### config.mk
export PLATFORM = sky130hd
export DESIGN_NAME = shared_resource_lock_arbiter
export DESIGN_NICKNAME = d
export VERILOG_FILES = /design/src/rtl/shared_resource_lock_arbiter.sv
export SDC_FILE = /design/constraint.sdc
export NUM_CORES = 1
export LEC_CHECK = 0
export ABC_AREA = 1
export CAP_MARGIN = 20
export CORE_MARGIN = 1
export CORE_UTILIZATION = 50
export CTS_CLUSTER_SIZE = 28
export DETAILED_ROUTE_END_ITERATION = 8
export PLACE_DENSITY = 0.82
export SYNTH_ARGS = -nofsm -noshare
export SYNTH_HDL_FRONTEND = slang
export SYNTH_SLANG_ARGS = --single-unit
export TNS_END_PERCENT = 100
### constraint.sdc
create_clock -name clk -period 2.07 [get_ports clk]
set_input_delay 0.5175 -clock clk [delete_from_list [all_inputs] [get_ports clk]]
set_output_delay 0.5175 -clock clk [all_outputs]
set_load 0.005 [all_outputs]
### src/rtl/shared_resource_lock_arbiter.sv
`default_nettype none
// ============================================================================
// Module   : shared_resource_lock_arbiter
// Brief    : Round-robin lock arbiter with voluntary release, hold-time
//            preemption and a one-cycle dead gap between owners.
// Revision : 1.0 - initial release
// ============================================================================
module shared_resource_lock_arbiter #(
    parameter int NUM_REQS = 4,
    parameter int MAX_HOLD = 16,
    localparam int ID_W    = $clog2(NUM_REQS),
    localparam int CNT_W   = $clog2(MAX_HOLD + 1)
) (
    input  logic                clk,
    input  logic                rst,
    input  logic [NUM_REQS-1:0] req,
    input  logic [NUM_REQS-1:0] done,
    output logic [NUM_REQS-1:0] grant,
    output logic                grant_valid,
    output logic [ID_W-1:0]     grant_id,
    output logic                preempt
);

    typedef enum logic [1:0] {
        S_IDLE = 2'd0,
        S_BUSY = 2'd1,
        S_GAP  = 2'd2
    } state_t;

    localparam logic [CNT_W-1:0] c_HOLD_LAST = CNT_W'(MAX_HOLD - 1);
    localparam logic [ID_W-1:0]  c_LAST_RST  = ID_W'(NUM_REQS - 1);

    state_t              r_state;
    logic [NUM_REQS-1:0] r_grant;
    logic                r_grant_valid;
    logic [ID_W-1:0]     r_grant_id;
    logic                r_preempt;
    logic [ID_W-1:0]     r_last_id;
    logic [CNT_W-1:0]    r_hold_cnt;

    logic                w_found;
    logic [ID_W-1:0]     w_winner;
    logic [ID_W-1:0]     w_idx;
    logic [NUM_REQS-1:0] w_onehot;
    logic                w_rel_done;
    logic                w_rel_drop;
    logic                w_rel_hold;

    // Scan from the farthest offset down so the nearest requester after
    // last_id is the final (winning) assignment; offset NUM_REQS is last_id.
    always_comb begin
        w_found  = 1'b0;
        w_winner = '0;
        w_idx    = '0;
        for (int i = NUM_REQS; i >= 1; i--) begin
            w_idx = ID_W'((int'(r_last_id) + i) % NUM_REQS);
            if (req[w_idx]) begin
                w_found  = 1'b1;
                w_winner = w_idx;
            end
        end
    end

    assign w_onehot   = NUM_REQS'(1) << w_winner;
    assign w_rel_done = done[r_grant_id];
    assign w_rel_drop = !req[r_grant_id];
    assign w_rel_hold = (r_hold_cnt == c_HOLD_LAST);

    always_ff @(posedge clk) begin
        if (rst) begin
            r_state       <= S_IDLE;
            r_grant       <= '0;
            r_grant_valid <= 1'b0;
            r_grant_id    <= '0;
            r_preempt     <= 1'b0;
            r_last_id     <= c_LAST_RST;
            r_hold_cnt    <= '0;
        end else begin
            r_preempt <= 1'b0;
            case (r_state)
                S_IDLE, S_GAP: begin
                    if (w_found) begin
                        r_grant       <= w_onehot;
                        r_grant_valid <= 1'b1;
                        r_grant_id    <= w_winner;
                        r_last_id     <= w_winner;
                        r_hold_cnt    <= '0;
                        r_state       <= S_BUSY;
                    end else begin
                        r_grant       <= '0;
                        r_grant_valid <= 1'b0;
                        r_state       <= S_IDLE;
                    end
                end
                S_BUSY: begin
                    if (w_rel_done || w_rel_drop || w_rel_hold) begin
                        r_grant       <= '0;
                        r_grant_valid <= 1'b0;
                        r_state       <= S_GAP;
                        // Voluntary release wins over the hold limit.
                        r_preempt     <= w_rel_hold && !w_rel_done && !w_rel_drop;
                    end else if (!w_rel_hold) begin
                        r_hold_cnt    <= r_hold_cnt + CNT_W'(1);
                    end
                end
                default: begin
                    r_grant       <= '0;
                    r_grant_valid <= 1'b0;
                    r_state       <= S_IDLE;
                end
            endcase
        end
    end

    assign grant       = r_grant;
    assign grant_valid = r_grant_valid;
    assign grant_id    = r_grant_id;
    assign preempt     = r_preempt;

endmodule
`default_nettype wire

==> impl_metrics.xml, run 1 <==
<?xml version="1.0" encoding="UTF-8"?>
<metrics>
  <group name="status">
    <metric name="status" unit="">complete, no violations</metric>
  </group>
  <group name="clocking">
    <metric name="cts_root_buf" unit="">clkbuf_4</metric>
    <metric name="clkSlewWorstSetupHoldPaths" unit="ns">0.09</metric>
    <metric name="clock_sink_count" unit="">17</metric>
    <metric name="cts_post_setup_buffers_inserted" unit="">0</metric>
    <metric name="h_tree_level_count" unit="">1</metric>
    <metric name="clock_tree_from_tritoncts" unit="">yes</metric>
    <metric name="number_of_hold_repair_buffers_added_at_the_cts_stage" unit="">0</metric>
    <metric name="cts-buffers-inserted" unit="">3</metric>
    <metric name="clk-insertion-delay-late" unit="ns">0.29</metric>
    <metric name="clock_path_buffers" unit="">2</metric>
    <metric name="post_cts_resized" unit="">0</metric>
  </group>
  <group name="detailed_routing">
    <metric name="postRouteWirelength" unit="um">2030</metric>
    <metric name="viasPerCell" unit="">4.96</metric>
    <metric name="drc" unit="">0</metric>
    <metric name="drt-initial-drc-count" unit="">22</metric>
    <metric name="drtPass1Iterations" unit="">4</metric>
    <metric name="ant_nets" unit="">0</metric>
    <metric name="wl_per_cell" unit="um">10.5</metric>
    <metric name="via_count" unit="">958</metric>
  </group>
  <group name="logic_synthesis">
    <metric name="synth_fp_nets" unit="">158</metric>
    <metric name="synth-seq-area-share" unit="">0.360</metric>
    <metric name="distinct_cells_synth" unit="">22</metric>
    <metric name="synthesis.instances" unit="">146</metric>
    <metric name="mappedNetlistArea" unit="sq um">945</metric>
    <metric name="synthesis.yosys.warnings" unit="">0</metric>
    <metric name="postSynthAreaPerCell" unit="sq um">6.47</metric>
    <metric name="yosys_register_bits" unit="">17</metric>
  </group>
  <group name="sta">
    <metric name="min_period_over_period" unit="">0.846</metric>
    <metric name="final.min_clock_period" unit="ns">1.75</metric>
    <metric name="hold_viol" unit="">0</metric>
    <metric name="finalMaxSlewViolations" unit="">0</metric>
    <metric name="totalNegativeSetupSlack" unit="ns">0</metric>
    <metric name="slew-limit-headroom" unit="">0.818</metric>
    <metric name="fmaxAchievable" unit="MHz">571</metric>
    <metric name="worst_clock_skew" unit="ns">0.000516</metric>
    <metric name="grt_setup_unrepaired" unit="">no</metric>
    <metric name="worst-slew-pin-transition" unit="ns">0.272</metric>
    <metric name="setup_viol" unit="">0</metric>
  </group>
  <group name="worst_setup_path">
    <metric name="slowest_delay" unit="ns">0.54</metric>
    <metric name="crit_path_launch" unit="">grant_id[0]</metric>
    <metric name="slowest_stage" unit="">clkdlybuf4s50_1</metric>
    <metric name="worst_path_buf_inv" unit="">1</metric>
    <metric name="crit_fanout" unit="">4</metric>
    <metric name="worst-endpoint-required" unit="ns">1.55</metric>
    <metric name="cpLargestDelayFamily" unit="">buffers and inverters</metric>
    <metric name="endpoint_kind" unit="">output port</metric>
    <metric name="crit-reg2reg-launch" unit="">r_last_id[0]</metric>
    <metric name="timing.setup.critical_path_class" unit="">reg2out</metric>
    <metric name="worstPathArrival" unit="ns">1.23</metric>
    <metric name="crit_chain" unit="">clkdlybuf4s50_1</metric>
    <metric name="startpoint_type" unit="">register</metric>
  </group>
  <group name="hold_path">
    <metric name="min_path_type" unit="">reg2reg</metric>
    <metric name="min-delay-start" unit="">grant_valid</metric>
  </group>
  <group name="placed_design">
    <metric name="port_buffers" unit="">17</metric>
    <metric name="post-dp-hpwl" unit="um">1680</metric>
    <metric name="gpl.final_weighted_congestion" unit="">0.782</metric>
  </group>
  <group name="cells_and_area">
    <metric name="layout-drive-gt1-share" unit="">0.0893</metric>
    <metric name="core_utilization_of_the_finished_layout" unit="">0.678</metric>
    <metric name="flow.area_growth_from_synthesis" unit="%">25.3</metric>
    <metric name="finish.net_count" unit="">181</metric>
    <metric name="insertedDiodeCount" unit="">0</metric>
  </group>
  <group name="power_and_ir_drop">
    <metric name="p_leak" unit="nW">0.552</metric>
    <metric name="power_frac_comb" unit="">0.560</metric>
    <metric name="power_frac_clock" unit="">0.114</metric>
    <metric name="seq_power_share" unit="">0.326</metric>
    <metric name="net-switching-power" unit="W">0.000711</metric>
    <metric name="pwr_density_cell" unit="mW/mm^2">1310</metric>
    <metric name="p_sw_frac" unit="">0.457</metric>
    <metric name="p_int" unit="W">0.000845</metric>
    <metric name="vdd_drop_max" unit="mV">0.765</metric>
  </group>
  <group name="run">
    <metric name="maxCapViolCount" unit="">0</metric>
  </group>
  <group name="floorplanning">
    <metric name="floorplan.die_area" unit="sq mm">0.00207</metric>
    <metric name="core" unit="sq mm">0.00175</metric>
    <metric name="die-height" unit="um">45.5</metric>
    <metric name="chipWidth" unit="um">45.5</metric>
    <metric name="std_cell_rows" unit="">15</metric>
    <metric name="floorplan.initialDensity" unit="">0.541</metric>
    <metric name="io_pins" unit="">18</metric>
  </group>
  <group name="global_routing">
    <metric name="antenna_found_initial" unit="">0</metric>
    <metric name="grt_start_max_net_pins" unit="">12</metric>
    <metric name="grt-ovfl-total" unit="">0</metric>
    <metric name="first_pass_grt_wire_length" unit="um">3360</metric>
    <metric name="gr-usage-all-layers" unit="">0.233</metric>
    <metric name="vias_in_the_first_global_route" unit="">815</metric>
  </group>
</metrics>
tightest hold or removal path: cells and delay by family (launching register included):
family / cells / cell delay [ns]
DFF: 1 / 0.32
and+or+nand+nor: 1 / 0.06
AOI/OAI and AO/OA: 1 / 0.05
state kept, by name, summed over array words and instances (netlist names):
register     count
grant_id         2
preempt          1
r_hold_cnt       5
r_last_id        2
grant_valid      1
grant            4
r_state          2
layout by cell type, fill, tap and decap left out:
master           instances
nand2_1                 46
inv_1                   19
dfxtp_1                 17
clkdlybuf4s50_1         17
nor2_1                  14
nand3_1                 14
a21oi_1                 11
inv_2                    3
nand2_2                  3
o211ai_1                 3
o21ai_1                  3
clkbuf_4                 3
ha_1                     2
buf_4                    2
nor2_2                   1
nand2_8                  1
nand3b_1                 1
nand4_1                  1
nand2_4                  1
clkinv_1                 1
and3_1                   1
nor3b_1                  1
nor2_4                   1
nor4_1                   1
clkbuf_1                 1
area by class of cell:
cell class | instances | area [sq um]
multi-input cells | 105 | 514
flip-flops and latches | 17 | 340
inverters | 23 | 86.3
clock buffers | 4 | 26.3
well taps | 25 | 31.3
repair buffers | 19 | 185
fillers | 158 | 562
cells by family (layout without fill, tap and decap cells):
kind of cell,after synthesis,in the layout,share of synthesized area
flip-flops,17,17,0.360
buffers and inverters,24,46,0.0954
AND/OR/NAND/NOR,86,86,0.420
adder cells (fa/ha/maj),2,2,0.0265
AO/OA/AOI/OAI,17,17,0.0980
synthesized netlist by cell type (all sizes together):
cell    count  area [sq um]
nor4        1          6.26
ha          2          25.0
o21ai       3          15.0
nor2       16          70.1
nand2      51           223
nand3b      1          7.51
nand4       1          6.26
clkinv      1          3.75
dfxtp      17           340
inv        22          82.6
nand3      14          70.1
and3        1          6.26
nor3b       1          7.51
a21oi      11          55.1
clkbuf      1          3.75
o211ai      3          22.5
routing by layer:
metal  global-route usage  vias to the layer above  wire, um  share of wire
li1                     -                      506         -              -
met1                0.278                      433       908           0.45
met2                0.397                       14      1010           0.50
met3               0.0437                        5        67          0.033
met4                0.109                        0        40          0.020
met5                    0                        -         0              0
final timing paths:
path                         to  slack [ns]  cells past startpoint
setup / recovery    grant_id[0]        0.32                      1
hold / removal      grant_valid        0.47                      2
hold reg to reg     grant_valid        0.47                      2
setup reg to reg  r_hold_cnt[3]        0.43                     12
metrics by stage:
step                      setup WS, ns  total power, W  instance area [sq um]  hold WS, ns  cells
after detailed placement        0.0118         0.00139                   1160        0.462    189
final                            0.318         0.00156                   1180        0.471    193
after floorplan                  0.513         0.00112                    945        0.458    146
after CTS                        0.314         0.00156                   1180        0.475    193
after global placement          0.0526         0.00136                   1160        0.454    189
after global routing             0.179         0.00170                   1180        0.499    193
power by group through the flow:
stage / logic (W) / clock network [W] / registers, W
final: 0.000872 / 0.000177 / 0.000507
after global routing: 0.000994 / 0.000191 / 0.000518
after floorplan: 0.000616 / 0 / 0.000499
after detailed placement: 0.000871 / 0 / 0.000514
after global placement: 0.000846 / 0 / 0.000512
after CTS: 0.000874 / 0.000180 / 0.000507
No activity file was read; power rests on OpenSTA's default activity.
==> run 2, diff against run 1 <==
- clock period: 2.07 -> 1.8 ns (I/O delays scaled with it)
==> impl_metrics.xml, run 2 (synthesis gave the netlist of run 1 again) <==
<?xml version="1.0" encoding="UTF-8"?>
<metrics>
  <group name="clocking">
    <metric name="cts-buffers-inserted" unit="">3</metric>
    <metric name="clk-insertion-delay-late" unit="ns">0.30</metric>
    <metric name="clock_path_buffers" unit="">2</metric>
    <metric name="cts_root_buf" unit="">clkbuf_4</metric>
    <metric name="clock_tree_from_tritoncts" unit="">yes</metric>
    <metric name="number_of_hold_repair_buffers_added_at_the_cts_stage" unit="">0</metric>
    <metric name="clkSlewWorstSetupHoldPaths" unit="ns">0.10</metric>
    <metric name="h_tree_level_count" unit="">1</metric>
    <metric name="clock_sink_count" unit="">17</metric>
  </group>
  <group name="worst_setup_path">
    <metric name="slowest_stage" unit="">clkdlybuf4s50_1</metric>
    <metric name="cpLargestDelayFamily" unit="">buffers and inverters</metric>
    <metric name="worstPathArrival" unit="ns">1.25</metric>
    <metric name="crit-reg2reg-launch" unit="">r_last_id[0]</metric>
    <metric name="endpoint_kind" unit="">output port</metric>
    <metric name="timing.setup.critical_path_class" unit="">reg2out</metric>
    <metric name="slowest_delay" unit="ns">0.53</metric>
    <metric name="worst-endpoint-required" unit="ns">1.35</metric>
    <metric name="crit_chain" unit="">clkdlybuf4s50_1</metric>
    <metric name="crit_fanout" unit="">4</metric>
    <metric name="startpoint_type" unit="">register</metric>
    <metric name="crit_path_launch" unit="">grant_id[0]</metric>
    <metric name="worst_path_buf_inv" unit="">1</metric>
  </group>
  <group name="global_routing">
    <metric name="first_pass_grt_wire_length" unit="um">3620</metric>
    <metric name="antenna_found_initial" unit="">0</metric>
    <metric name="gr-usage-all-layers" unit="">0.247</metric>
    <metric name="globalRoute.busiestLayer" unit="">met2</metric>
    <metric name="grt-ovfl-total" unit="">0</metric>
    <metric name="use_met3" unit="">0.0397</metric>
    <metric name="grt_util_met2" unit="">0.457</metric>
    <metric name="grt_start_max_net_pins" unit="">12</metric>
    <metric name="grt.met1_usage" unit="">0.268</metric>
    <metric name="vias_in_the_first_global_route" unit="">914</metric>
  </group>
  <group name="sta">
    <metric name="worst_clock_skew" unit="ns">0.00157</metric>
    <metric name="final.min_clock_period" unit="ns">1.70</metric>
    <metric name="grt_setup_unrepaired" unit="">no</metric>
    <metric name="setup_viol" unit="">0</metric>
    <metric name="slew-limit-headroom" unit="">0.815</metric>
    <metric name="min_period_over_period" unit="">0.943</metric>
    <metric name="hold_ws" unit="ns">0.468</metric>
    <metric name="hold_viol" unit="">0</metric>
    <metric name="fmaxAchievable" unit="MHz">589</metric>
    <metric name="worst-slew-pin-transition" unit="ns">0.276</metric>
    <metric name="finalMaxSlewViolations" unit="">0</metric>
  </group>
  <group name="power_and_ir_drop">
    <metric name="p_leak" unit="nW">0.608</metric>
    <metric name="fin_total_pwr" unit="W">0.00186</metric>
    <metric name="pwr_density_cell" unit="mW/mm^2">1500</metric>
    <metric name="vdd_drop_max" unit="mV">0.852</metric>
  </group>
  <group name="detailed_routing">
    <metric name="drt-initial-drc-count" unit="">15</metric>
    <metric name="drc" unit="">0</metric>
    <metric name="drtPass1Iterations" unit="">4</metric>
    <metric name="ant_nets" unit="">0</metric>
    <metric name="wl_per_cell" unit="um">11.4</metric>
    <metric name="via_count" unit="">978</metric>
    <metric name="viasPerCell" unit="">4.94</metric>
    <metric name="postRouteWirelength" unit="um">2260</metric>
  </group>
  <group name="cells_and_area">
    <metric name="insertedDiodeCount" unit="">0</metric>
    <metric name="finish.cell_count_without_fillers" unit="">198</metric>
    <metric name="multi_input_area" unit="sq um">519</metric>
    <metric name="num-fill-cells" unit="">160</metric>
    <metric name="finish.net_count" unit="">186</metric>
    <metric name="flow.area_growth_from_synthesis" unit="%">31.1</metric>
    <metric name="layout-drive-gt1-share" unit="">0.127</metric>
    <metric name="ff_latch_area" unit="sq um">340</metric>
    <metric name="mostFrequentLayoutCell" unit="">nand2_1</metric>
    <metric name="largest-register" unit="">r_hold_cnt</metric>
    <metric name="layout_common_cells" unit="">nand2_1, inv_1, dfxtp_1, nor2_1, clkdlybuf4s50_1</metric>
    <metric name="max_ffs_per_register" unit="">5</metric>
  </group>
  <group name="placed_design">
    <metric name="post-dp-hpwl" unit="um">1770</metric>
    <metric name="port_buffers" unit="">17</metric>
    <metric name="gpl.final_weighted_congestion" unit="">0.836</metric>
    <metric name="place.detailed.instances" unit="">194</metric>
  </group>
  <group name="floorplanning">
    <metric name="std_cell_rows" unit="">15</metric>
    <metric name="floorplan.initialDensity" unit="">0.541</metric>
    <metric name="floorplan.die_area" unit="sq mm">0.00207</metric>
    <metric name="die-height" unit="um">45.5</metric>
    <metric name="chipWidth" unit="um">45.5</metric>
    <metric name="core" unit="sq mm">0.00175</metric>
    <metric name="io_pins" unit="">18</metric>
  </group>
  <group name="status">
    <metric name="status" unit="">complete, no violations</metric>
  </group>
  <group name="hold_path">
    <metric name="min-delay-start" unit="">grant_valid</metric>
    <metric name="min_path_type" unit="">reg2reg</metric>
  </group>
  <group name="run">
    <metric name="maxCapViolCount" unit="">0</metric>
  </group>
</metrics>
run 2: final cells by class:
class | instances | area share
clock inverters | 1 | 0.00404
inverters | 23 | 0.0697
flip-flops and latches | 17 | 0.275
well taps | 25 | 0.0253
repair buffers | 24 | 0.189
clock buffers | 3 | 0.0182
multi-input cells | 105 | 0.419
run 2: final timing paths:
check                   to  slack (ns)  depth (start not counted)
min reg2reg    grant_valid        0.47                          2
max reg2reg  r_hold_cnt[3]        0.17                         12
min            grant_valid        0.47                          2
max            grant_id[0]        0.10                          1
run 2: report_power, final:
part,switching [W],internal [W],total (W)
logic,0.000622,0.000440,0.00106
registers,0.0000931,0.000488,0.000581
clock network,0.000133,0.0000830,0.000216
total,0.000848,0.00101,0.00186
run 2: layer usage:
layer / vias up / wire, um
met1: 436 / 965
met2: 22 / 1170
li1: 515 / -
met5: - / 0
met4: 0 / 36
met3: 5 / 88
run 2: timing repair:
action                                  CTS  global route
endpoints found under the setup margin    0             4
resized for setup                         0             5
setup buffers                             0             0
run 2: per-stage QoR:
step	utilization	area, sq um	worst slack (ns)	TNS (ns)
after floorplan	-	945	0.243	0
after detailed placement	0.685	1190	-0.205	-2.38
after CTS	0.700	1220	0.0971	0
after global placement	0.685	1190	-0.134	-1.34
final	0.710	1240	0.102	0
after global routing	0.710	1240	0.000573	0
